**config.mk**
```make
export PLATFORM = sky130hd
export DESIGN_NAME = io_bus_bridge
export DESIGN_NICKNAME = d
export VERILOG_FILES = /design/src/rtl/io_bus_bridge.sv
export SDC_FILE = /design/constraint.sdc
export NUM_CORES = 1
export LEC_CHECK = 0
export CORE_AREA = 2 2 122 124
export CTS_CLUSTER_DIAMETER = 150
export DETAILED_ROUTE_END_ITERATION = 8
export DIE_AREA = 0 0 124 126
export PLACE_DENSITY_LB_ADDON = 0.25
export SLEW_MARGIN = 5
export SYNTH_ARGS = -nofsm -noshare
export SYNTH_HDL_FRONTEND = slang
export SYNTH_SLANG_ARGS = --single-unit
```
**constraint.sdc**
```tcl
create_clock -name clk -period 3.2 [get_ports clk]
set_input_delay 0.32 -clock clk [delete_from_list [all_inputs] [get_ports clk]]
set_output_delay 0.32 -clock clk [all_outputs]
set_load 0.01 [all_outputs]
```
**src/rtl/io_bus_bridge.sv**
```systemverilog
// CPU-to-peripheral IO bridge: decodes IO space, strobes one of NCH channels, returns data/error.
// Optional ACCESS timeout enabled by defining IO_BRIDGE_TIMEOUT_EN.
module io_bus_bridge #(
  parameter int unsigned NCH     = 4,
  parameter logic [7:0]  IO_BASE = 8'hC0,
  parameter int unsigned TIMEOUT = 15
) (
  input  logic              clk,
  input  logic              resetn,
  input  logic [31:0]       cpu_addr,
  input  logic [31:0]       cpu_wdata,
  input  logic [3:0]        cpu_wstrb,
  input  logic              cpu_rd,
  input  logic              cpu_wr,
  output logic              is_io,
  output logic [31:0]       cpu_rdata,
  output logic              cpu_ready,
  output logic              cpu_err,
  output logic [31:0]       io_addr,
  output logic [31:0]       io_wdata,
  output logic [3:0]        io_wstrb,
  output logic [NCH-1:0]    io_rd,
  output logic [NCH-1:0]    io_wr,
  input  logic [NCH*32-1:0] io_rdata,
  input  logic [NCH-1:0]    io_ready
);

  typedef enum logic [1:0] {StIdle, StAccess, StResp} state_e;

  localparam logic [4:0] NchW = 5'(NCH);

  state_e      state_q, state_d;
  logic [3:0]  ch_q, ch_d;
  logic        wr_q, wr_d;
  logic        err_q, err_d;
  logic [31:0] rdata_q, rdata_d;
  logic [31:0] addr_q, addr_d;
  logic [31:0] wdata_q, wdata_d;
  logic [3:0]  wstrb_q, wstrb_d;

`ifdef IO_BRIDGE_TIMEOUT_EN
  localparam logic [7:0] CntLast = 8'(TIMEOUT - 1);
  logic [7:0] cnt_q, cnt_d;
`endif

  logic           req;
  logic           bad_req;
  logic [31:0]    rdata_sel;
  logic           ready_sel;
  logic [NCH-1:0] ch_onehot;

  assign is_io   = (cpu_addr[31:24] == IO_BASE);
  assign req     = (cpu_rd | cpu_wr) & is_io;
  assign bad_req = ({1'b0, cpu_addr[23:20]} >= NchW) | (cpu_rd & cpu_wr);

  // Latched channel selects its data, ready and strobe bit; other channels are ignored.
  always_comb begin
    rdata_sel = '0;
    ready_sel = 1'b0;
    ch_onehot = '0;
    for (int k = 0; k < int'(NCH); k++) begin
      if (ch_q == 4'(k)) begin
        rdata_sel    = io_rdata[32*k +: 32];
        ready_sel    = io_ready[k];
        ch_onehot[k] = 1'b1;
      end
    end
  end

  always_comb begin
    state_d = state_q;
    ch_d    = ch_q;
    wr_d    = wr_q;
    err_d   = err_q;
    rdata_d = rdata_q;
    addr_d  = addr_q;
    wdata_d = wdata_q;
    wstrb_d = wstrb_q;
`ifdef IO_BRIDGE_TIMEOUT_EN
    cnt_d   = cnt_q;
`endif
    unique case (state_q)
      StIdle: begin
        if (req) begin
          ch_d    = cpu_addr[23:20];
          wr_d    = cpu_wr;
          addr_d  = {12'h0, cpu_addr[19:0]};
          wdata_d = cpu_wdata;
          wstrb_d = cpu_wstrb;
          if (bad_req) begin
            state_d = StResp;
            err_d   = 1'b1;
            rdata_d = 32'hFFFF_FFFF;
          end else begin
            state_d = StAccess;
            err_d   = 1'b0;
`ifdef IO_BRIDGE_TIMEOUT_EN
            cnt_d   = 8'h0;
`endif
          end
        end
      end
      StAccess: begin
        // A ready in the final allowed cycle still completes without error.
        if (ready_sel) begin
          state_d = StResp;
          err_d   = 1'b0;
          rdata_d = wr_q ? 32'h0 : rdata_sel;
`ifdef IO_BRIDGE_TIMEOUT_EN
        end else if (cnt_q == CntLast) begin
          state_d = StResp;
          err_d   = 1'b1;
          rdata_d = 32'hFFFF_FFFF;
        end else begin
          cnt_d   = cnt_q + 8'h1;
`endif
        end
      end
      StResp: begin
        state_d = StIdle;
      end
      default: begin
        state_d = StIdle;
      end
    endcase
  end

  always_ff @(posedge clk or negedge resetn) begin
    if (!resetn) begin
      state_q <= StIdle;
      ch_q    <= 4'h0;
      wr_q    <= 1'b0;
      err_q   <= 1'b0;
      rdata_q <= 32'h0;
      addr_q  <= 32'h0;
      wdata_q <= 32'h0;
      wstrb_q <= 4'h0;
`ifdef IO_BRIDGE_TIMEOUT_EN
      cnt_q   <= 8'h0;
`endif
    end else begin
      state_q <= state_d;
      ch_q    <= ch_d;
      wr_q    <= wr_d;
      err_q   <= err_d;
      rdata_q <= rdata_d;
      addr_q  <= addr_d;
      wdata_q <= wdata_d;
      wstrb_q <= wstrb_d;
`ifdef IO_BRIDGE_TIMEOUT_EN
      cnt_q   <= cnt_d;
`endif
    end
  end

  // Strobes decode straight from state so an async reset drops them at once.
  assign io_rd     = ((state_q == StAccess) && !wr_q) ? ch_onehot : '0;
  assign io_wr     = ((state_q == StAccess) &&  wr_q) ? ch_onehot : '0;
  assign cpu_ready = (state_q == StResp);
  assign cpu_err   = cpu_ready & err_q;
  assign cpu_rdata = rdata_q;
  assign io_addr   = addr_q;
  assign io_wdata  = wdata_q;
  assign io_wstrb  = wstrb_q;

endmodule

```
# Word level (Yosys, flattened, before mapping)
# Cells that the tools add are included.
dict set report word_totals {
  inputBits 204
  register_bits 96
}
dict set report op_classes {
  eq_ne 9
  n_lt_le_gt_ge 1
  muxes 27
  bitwise_logic 5
  n_reduce_logical 10
}
# operator n
set ops {}
lappend ops {{$mux W32} 8}
lappend ops {{$pmux W32 S2} 1}
lappend ops {{$mux W1} 11}
lappend ops {{$eq A4 B2 Y1 const B} 2}
lappend ops {{$eq A8 B8 Y1 const B} 1}
lappend ops {{$mux W4} 2}
lappend ops {{$mux W2} 3}
lappend ops {{$ne A2 B2 Y1 const B} 3}
lappend ops {{$eq A4 B1 Y1 const B} 1}
lappend ops {{$ge A4 B3 Y1 const B} 1}
lappend ops {{$logic_not A4 Y1} 1}
lappend ops {{$pmux W2 S2} 1}
lappend ops {{$reduce_and A2 Y1} 2}
lappend ops {{$reduce_and A4 Y1} 1}
lappend ops {{$and A1 B1 Y1} 3}
lappend ops {{$reduce_and A3 Y1} 1}
lappend ops {{$eq A2 B1 Y1 const B} 1}
lappend ops {{$eq A2 B2 Y1 const B} 1}
lappend ops {{$logic_and A1 B1 Y1} 2}
lappend ops {{$logic_not A2 Y1} 1}
lappend ops {{$or A1 B1 Y1} 2}
lappend ops {{$pmux W1 S2} 1}
lappend ops {{$reduce_bool A2 Y1} 1}
lappend ops {{$logic_not A1 Y1} 1}

# Longest topological paths before layout
# Gate-level depths: netlist of the first run.
dict set report depth {
  ltp_word 8
  mapped_depth 6
  ltp_nobuf 4
}

# Worst setup path after synthesis of the first run
# Ideal clock, no wire load.
dict set report synth_path {
  kind {input to register}
  start {input port cpu_addr[25]}
  end {register wdata_q[0], in the netlist io_wdata[0]}
  t_required_ps 3075
  path_buffers 2
  cell_stages 5
  setup_slack_ps 1532
  setup_ps 125
  t_arrival_ps 1543
  cell_sequence {nor4_1 -> o2111a_1 -> buf_4 -> buf_4 -> mux2_2}
}
dict set report synth_between {
  elab_chain_len 3
}
# element line
set synth_rtl {}
lappend synth_rtl {{start: declaration} 10} ;# input logic [31:0] cpu_addr,
lappend synth_rtl {{$eq A8 B8 Y1} 52} ;# assign is_io = (cpu_addr[31:24] == IO_BASE);
lappend synth_rtl {{$and A1 B1 Y1} 53} ;# assign req = (cpu_rd | cpu_wr) & is_io;
lappend synth_rtl {{$reduce_and A2 Y1 (no line)} --}
lappend synth_rtl {{end signal: assignment} 148} ;# wdata_q <= wdata_d;
lappend synth_rtl {{end: declaration} 38} ;# logic [31:0] wdata_q, wdata_d;
# No other way between the ends.
# A chain may end at the register's enable or synchronous reset.

# Final worst setup path of the first run
dict set report layout_path {
  start {register ch_q[3]}
  end {output port io_rd[2]}
}
dict set report layout_between {
  elab_chain_len 3
}
# element line
set layout_rtl {}
lappend layout_rtl {{start: declaration} 33} ;# logic [3:0] ch_q, ch_d;
lappend layout_rtl {{start signal: assignment} 143} ;# ch_q <= ch_d;
lappend layout_rtl {{$eq A4 B2 Y1} 62} ;# if (ch_q == 4'(k)) begin
lappend layout_rtl {{$mux W1} 62}
lappend layout_rtl {{$mux W4} 157} ;# assign io_rd = ((state_q == StAccess) && !wr_q) ? ch_onehot : '0;
lappend layout_rtl {{end: declaration} 22} ;# output logic [NCH-1:0] io_rd,
# No other way between the ends.

==> out/metrics.yaml, run 1 <==
run_status: "completed"
cp-end-kind: "primary output"
path_delay_family: "simple AND/OR/NAND/NOR gates"
viasPerCell: 4.92
antenna_found_initial: 0
switching_share_pct: 25.3
ios: 315
critPathMaxStageDelay_ns: 0.61
crit_required_ns: 2.88
ys_ff_latch: 96
crit_fanout: 5
crit_cells: 3
p_switching_mw: 0.890
gp_congestion: 0.805
grt_overflow: 0
wl_per_cell_um: 18.2
fp-row-count: 44
drtAntennaViolNets: 0
grt_pass1_wl_mm: 24.6
yosysWarnings: 0
worstPathArrival_ns: 2.08
grt_pass1_vias: 4606
syn2layout_area_growth_pct: 69.6
hold_ws_ns: 0.488
hpwl_mm: 12.1
finalSetupTns_ns: 0
cts_resized: 0
port_buffers: 302
coreArea_mm2: 0.0143
ys_async_sr_fraction_pct: 100
leakage_nw: 3.69
timing.final.crit_period_ns: 2.40
pwr-share-seq_pct: 39.8
finish.utilization_pct: 59.1
clk_pin_slew_ns: 0.07
yosysSeqAreaShare_pct: 48.1
synth_edf_count: 0
crit_path_start_kind: "register"
path_class: "reg2out"
clockBufferDepth: 2
clock-sinks: 96
internal_power_mw: 2.63
die_h_um: 126
worstPathCellList: "or3b_4 > nor4_1 > clkdlybuf4s50_1"
hp-class: "in2async"
cts_max_level: 3
finalMaxSlewViolations: 0
die_x_um: 124
cts_root_buffer: "clkbuf_16"
synth_area_mm2: 0.00499
ys_top_cells_by_area: "dfrtp_1 (48%), mux2i_1 (20%), mux2_2 (11%)"
vias: 4313
crit_slowest_cell: "clkdlybuf4s50_1"
fmax_mhz: 416
comb_power_share_pct: 26.8
fin_crit_sh_pct: 75.0
drive_above_1_share_pct: 11.4
dieArea_mm2: 0.0156
synth_top_area_share_pct: 48.1
rsz0062_at_grt: "false"
p_per_area_mw_per_mm2: 415
start_util_pct: 34.9
cp.buffers_inverters: 1
wirelength_mm: 16.0
final_net_count: 892
hold_violations: 0
first_pass_iters: 4
setup_viol: 0
timing.slew.headroom_pct: 28.9
worst_slew_pin_slew_ns: 1.07
antennaDiodeCount: 0
drc: 0
synth_cell_types: 30
grt_max_degree: 65
synth-main-ff-cell: "dfrtp_1"
pwr-share-clk_pct: 33.4
numCtsBuffers: 9
rr_worst_depth: 4
grt_util_all_layers_pct: 20.4
drv_cap: 0
cts_tree: "yes"
drt_iter0_drc: 185
ir_worst_vdd_mv: 0.263
skew_ns: 0.00721
yosys.area.top_type: "dfrtp_1"
clock_latency_ns: 0.34
syn_area_per_cell_um2: 12.5
synthCells: 398
[cell usage in the layout, fill, tap and decap left out, types with 2 or more instances in the layout]
cell | Yosys | layout
mux2i_1 | 98 | 98
o22a_1 | 32 | 32
bufinv_16 | 0 | 2
and2_1 | 3 | 3
buf_12 | 0 | 2
mux2_1 | 11 | 11
clkinv_4 | 0 | 2
nor2_1 | 6 | 6
a21oi_1 | 32 | 32
conb_1 | 1 | 12
clkdlybuf4s50_1 | 0 | 301
nor2b_1 | 2 | 2
dfrtp_1 | 96 | 95
mux2_2 | 50 | 50
buf_4 | 15 | 7
nor3_1 | 3 | 3
nand2b_1 | 2 | 2
nor4_1 | 3 | 3
nand2_1 | 5 | 5
clkbuf_16 | 0 | 9
[registers in the layout (all words and copies together) (netlist names)]
name       flops
io_wstrb       4
io_wdata      32
state_q        2
ch_q           4
io_addr       20
wr_q           1
cpu_rdata     32
err_q          1
[metrics by stage]
step                      total power [mW]  setup slack, ns  cell area, µm²  instances
after floorplan                       1.78             1.53            5030        409
after global placement                2.35            0.888            8120        860
after detailed placement              2.37            0.834            8120        860
after CTS                             3.58            0.755            8460        877
after global routing                  3.71            0.672            8460        877
final                                 3.52            0.799            8460        877
[area by class of cell]
| cell class | count | area (µm²) |
|---|---|---|
| Multi-Input combinational cell | 270 | 2380 |
| Timing Repair Buffer | 311 | 3120 |
| Tap cell | 184 | 230 |
| Sequential cell | 96 | 2410 |
| Clock buffer | 11 | 243 |
| Clock inverter | 5 | 88.8 |
| Fill cell | 1182 | 5850 |
[final timing paths]
path	from	end	slack, ns
min reg2reg	io_wdata[9]	io_wdata[9]	0.49
min in group clk	io_wdata[9]	io_wdata[9]	0.49
max reg2reg	ch_q[0]	cpu_rdata[20]	1.06
max	ch_q[3]	io_rd[2]	0.80
max in group asynchronous	resetn	io_wdata[10]	2.01
min	resetn	io_wdata[29]	0.49
[power groups by stage]
stage | Sequential [mW] | Combinational, mW | Clock [mW]
4_1_cts | 1.40 | 0.959 | 1.22
6_report | 1.40 | 0.943 | 1.17
2_1_floorplan | 1.46 | 0.316 | 0
5_1_grt | 1.41 | 1.02 | 1.28
3_5_place_dp | 1.42 | 0.953 | 0
3_3_place_gp | 1.42 | 0.937 | 0
[Yosys cell counts (5+ instances only)]
master    number
mux2i_1       98
dfrtp_1       96
mux2_2        50
a21oi_1       32
o22a_1        32
buf_4         15
buf_2         14
mux2_1        11
clkbuf_1       9
nor2_1         6
nand2_1        5
[cell families after synthesis]
logic type / synth area share, %
muxes: 33.4
other: 0.0752
and+or+nand+nor: 3.26
buffers and inverters: 5.17
DFF: 48.1
AOI/OAI and AO/OA: 9.93
[layer usage]
layer	part of all wire, %	wire (µm)	global-route usage, %	up-vias
met5	0	0	0	-
met4	1.2	195	5.75	0
met3	11	1800	8.24	17
met2	49	7830	34.6	206
met1	39	6170	23.7	2065
li1	-	-	-	2025
[worst reg2reg max path: cells and delay by family (launching register included)]
kind	cells	cell delay [ns]
AO/OA/AOI/OAI	1	0.19
buffers and inverters	1	0.79
flip-flops	1	0.49
multiplexers	2	0.52
[timing repair]
item,CTS,global route
hold buffers,1,0
endpoints found under the hold margin,38,0
endpoints found under the setup margin,0,0
buffers inserted,0,0
No activity file was read; power rests on OpenSTA's default activity.
==> run 2, diff against run 1 <==
Settings changed: CORE_AREA 2 2 122 124 to 2 2 123 125, DIE_AREA 0 0 124 126 to 0 0 125 127.
Clock period 3.2 ns to 2.47 ns, I/O delays scaled along.
==> run 2 against run 1 <==
Net effect:
- global-route usage fell by 0.20 points
- largest power group unchanged
- critical path type unchanged
- sequential share of layout area fell by 0.34 points
- largest cell class unchanged
- combinational power rose by 29%
==> out/metrics.yaml, run 2 (synthesis results as in run 1) <==
dieArea_mm2: 0.0159
timing.final.crit_period_ns: 2.34
coreArea_mm2: 0.0144
wl_per_cell_um: 18.8
fin_crit_sh_pct: 94.8
worst_slew_pin_slew_ns: 0.591
fp-row-count: 44
antenna_found_initial: 0
grt_util_all_layers_pct: 20.2
finalMaxSlewViolations: 0
most-common-layout-cells: "clkdlybuf4s50_1 (301), mux2i_1 (98), dfrtp_1 (95)"
finalSetupTns_ns: 0
clock_latency_ns: 0.34
seq_area_mm2: 0.00241
fmax_mhz: 427
cts_max_level: 3
grt_pass1_wl_mm: 25.3
timing.slew.headroom_pct: 60.6
worstPathCellList: "or3b_4 > nor4_2 > clkdlybuf4s50_1"
final_cells: 882
ir_worst_vdd_mv: 0.325
crit_required_ns: 2.22
start_util_pct: 34.6
p_per_area_mw_per_mm2: 533
grt_max_degree: 66
clock-sinks: 96
die_x_um: 125
final_common_cell: "clkdlybuf4s50_1"
wirelength_mm: 16.6
grt_pass1_vias: 4669
run_status: "completed"
drtAntennaViolNets: 0
clk_pin_slew_ns: 0.07
cp.buffers_inverters: 1
die_h_um: 127
drv_cap: 0
multi_input_area_mm2: 0.00239
drc: 0
ios: 315
drt_iter0_drc: 167
hp-class: "in2async"
cts_root_buffer: "clkbuf_16"
syn2layout_area_growth_pct: 71.7
grt_overflow: 0
hold_violations: 0
crit_path_start_kind: "register"
worstPathArrival_ns: 2.10
cts_tree: "yes"
numCtsBuffers: 9
crit_fanout: 5
crit_slowest_cell: "clkdlybuf4s50_1"
drive_above_1_share_pct: 12.2
fill_cells: 1188
path_delay_family: "simple AND/OR/NAND/NOR gates"
clockBufferDepth: 2
port_buffers: 302
gp_congestion: 0.817
setup_viol: 0
antennaDiodeCount: 0
rsz0062_at_grt: "false"
critPathMaxStageDelay_ns: 0.63
cp-end-kind: "primary output"
path_class: "reg2out"
first_pass_iters: 6
dp.cells: 865
leakage_nw: 3.73
viasPerCell: 4.98
hpwl_mm: 12.8
final_net_count: 897
skew_ns: 0.00781
vias: 4388
-- run 2: changes by cell type in the layout (fill, tap and decap cells not counted), sizes merged --
cell	change
buf	+5
clkinv	-1
inv	+1
-- run 2: path summary, 6_finish.rpt --
| kind | slack (ns) | depth (start not counted) | from | end |
|---|---|---|---|---|
| setup / recovery | 0.13 | 3 | ch_q[3] | io_rd[2] |
| hold / removal | 0.45 | 2 | resetn | cpu_rdata[18] |
| setup reg to reg | 0.56 | 5 | ch_q[3] | cpu_rdata[23] |
| hold reg to reg | 0.49 | 1 | io_wstrb[0] | io_wstrb[0] |
| max in group asynchronous | 1.27 | 3 | resetn | ch_q[0] |
| min in group clk | 0.49 | 1 | io_wstrb[0] | io_wstrb[0] |
-- run 2: metrics by stage --
stage / utilization (%) / hold slack [ns] / area [µm²] / worst slack, ns / total power, mW
global placement: 57.0 / 0.267 / 8220 / 0.291 / 3.04
finish: 59.4 / 0.451 / 8570 / 0.128 / 4.57
global route: 59.4 / 0.495 / 8570 / 0.00221 / 4.79
detailed placement: 57.0 / 0.287 / 8220 / 0.257 / 3.07
CTS: 59.4 / 0.462 / 8570 / 0.0853 / 4.63
floorplan: - / -0.0486 / 5030 / 0.875 / 2.30
-- run 2: repair_timing --
action / in CTS / in global routing
resized for setup: 1 / 0
endpoints found under the hold margin: 42 / 0
hold buffers: 1 / 0
buffers inserted: 0 / 0
endpoints found under the setup margin: 1 / 0
-- run 2: final cells by class --
type,instances,area share (%)
clock buffers,11,2.83
clock inverters,5,1.01
multi-input cells,270,27.9
flip-flops and latches,96,28.1
well taps,184,2.69
repair buffers,316,37.5
-- run 2: metal layers --
| layer | up-vias | track usage (%) | wire (µm) |
|---|---|---|---|
| met2 | 229 | 34.7 | 8190 |
| met5 | - | 0 | 0 |
| li1 | 2041 | - | - |
| met1 | 2101 | 23.6 | 6430 |
| met4 | 0 | 5.75 | 259 |
| met3 | 17 | 7.96 | 1700 |
-- run 2: power breakdown --
group / internal (mW) / leakage, nW / total (mW) / switching (mW)
sequential: 1.72 / 1.29 / 1.82 / 0.0934
clock: 0.925 / 0.161 / 1.53 / 0.608
combinational: 0.757 / 2.28 / 1.22 / 0.464
total: 3.40 / 3.73 / 4.57 / 1.17
-- run 2: worst register-to-register path, delay by kind of cell, from the launching register on --
family,cells,cell delay [ns]
and+or+nand+nor,2,0.71
DFF,1,0.40
buffers and inverters,1,0.28
AOI/OAI and AO/OA,1,0.27
muxes,1,0.14
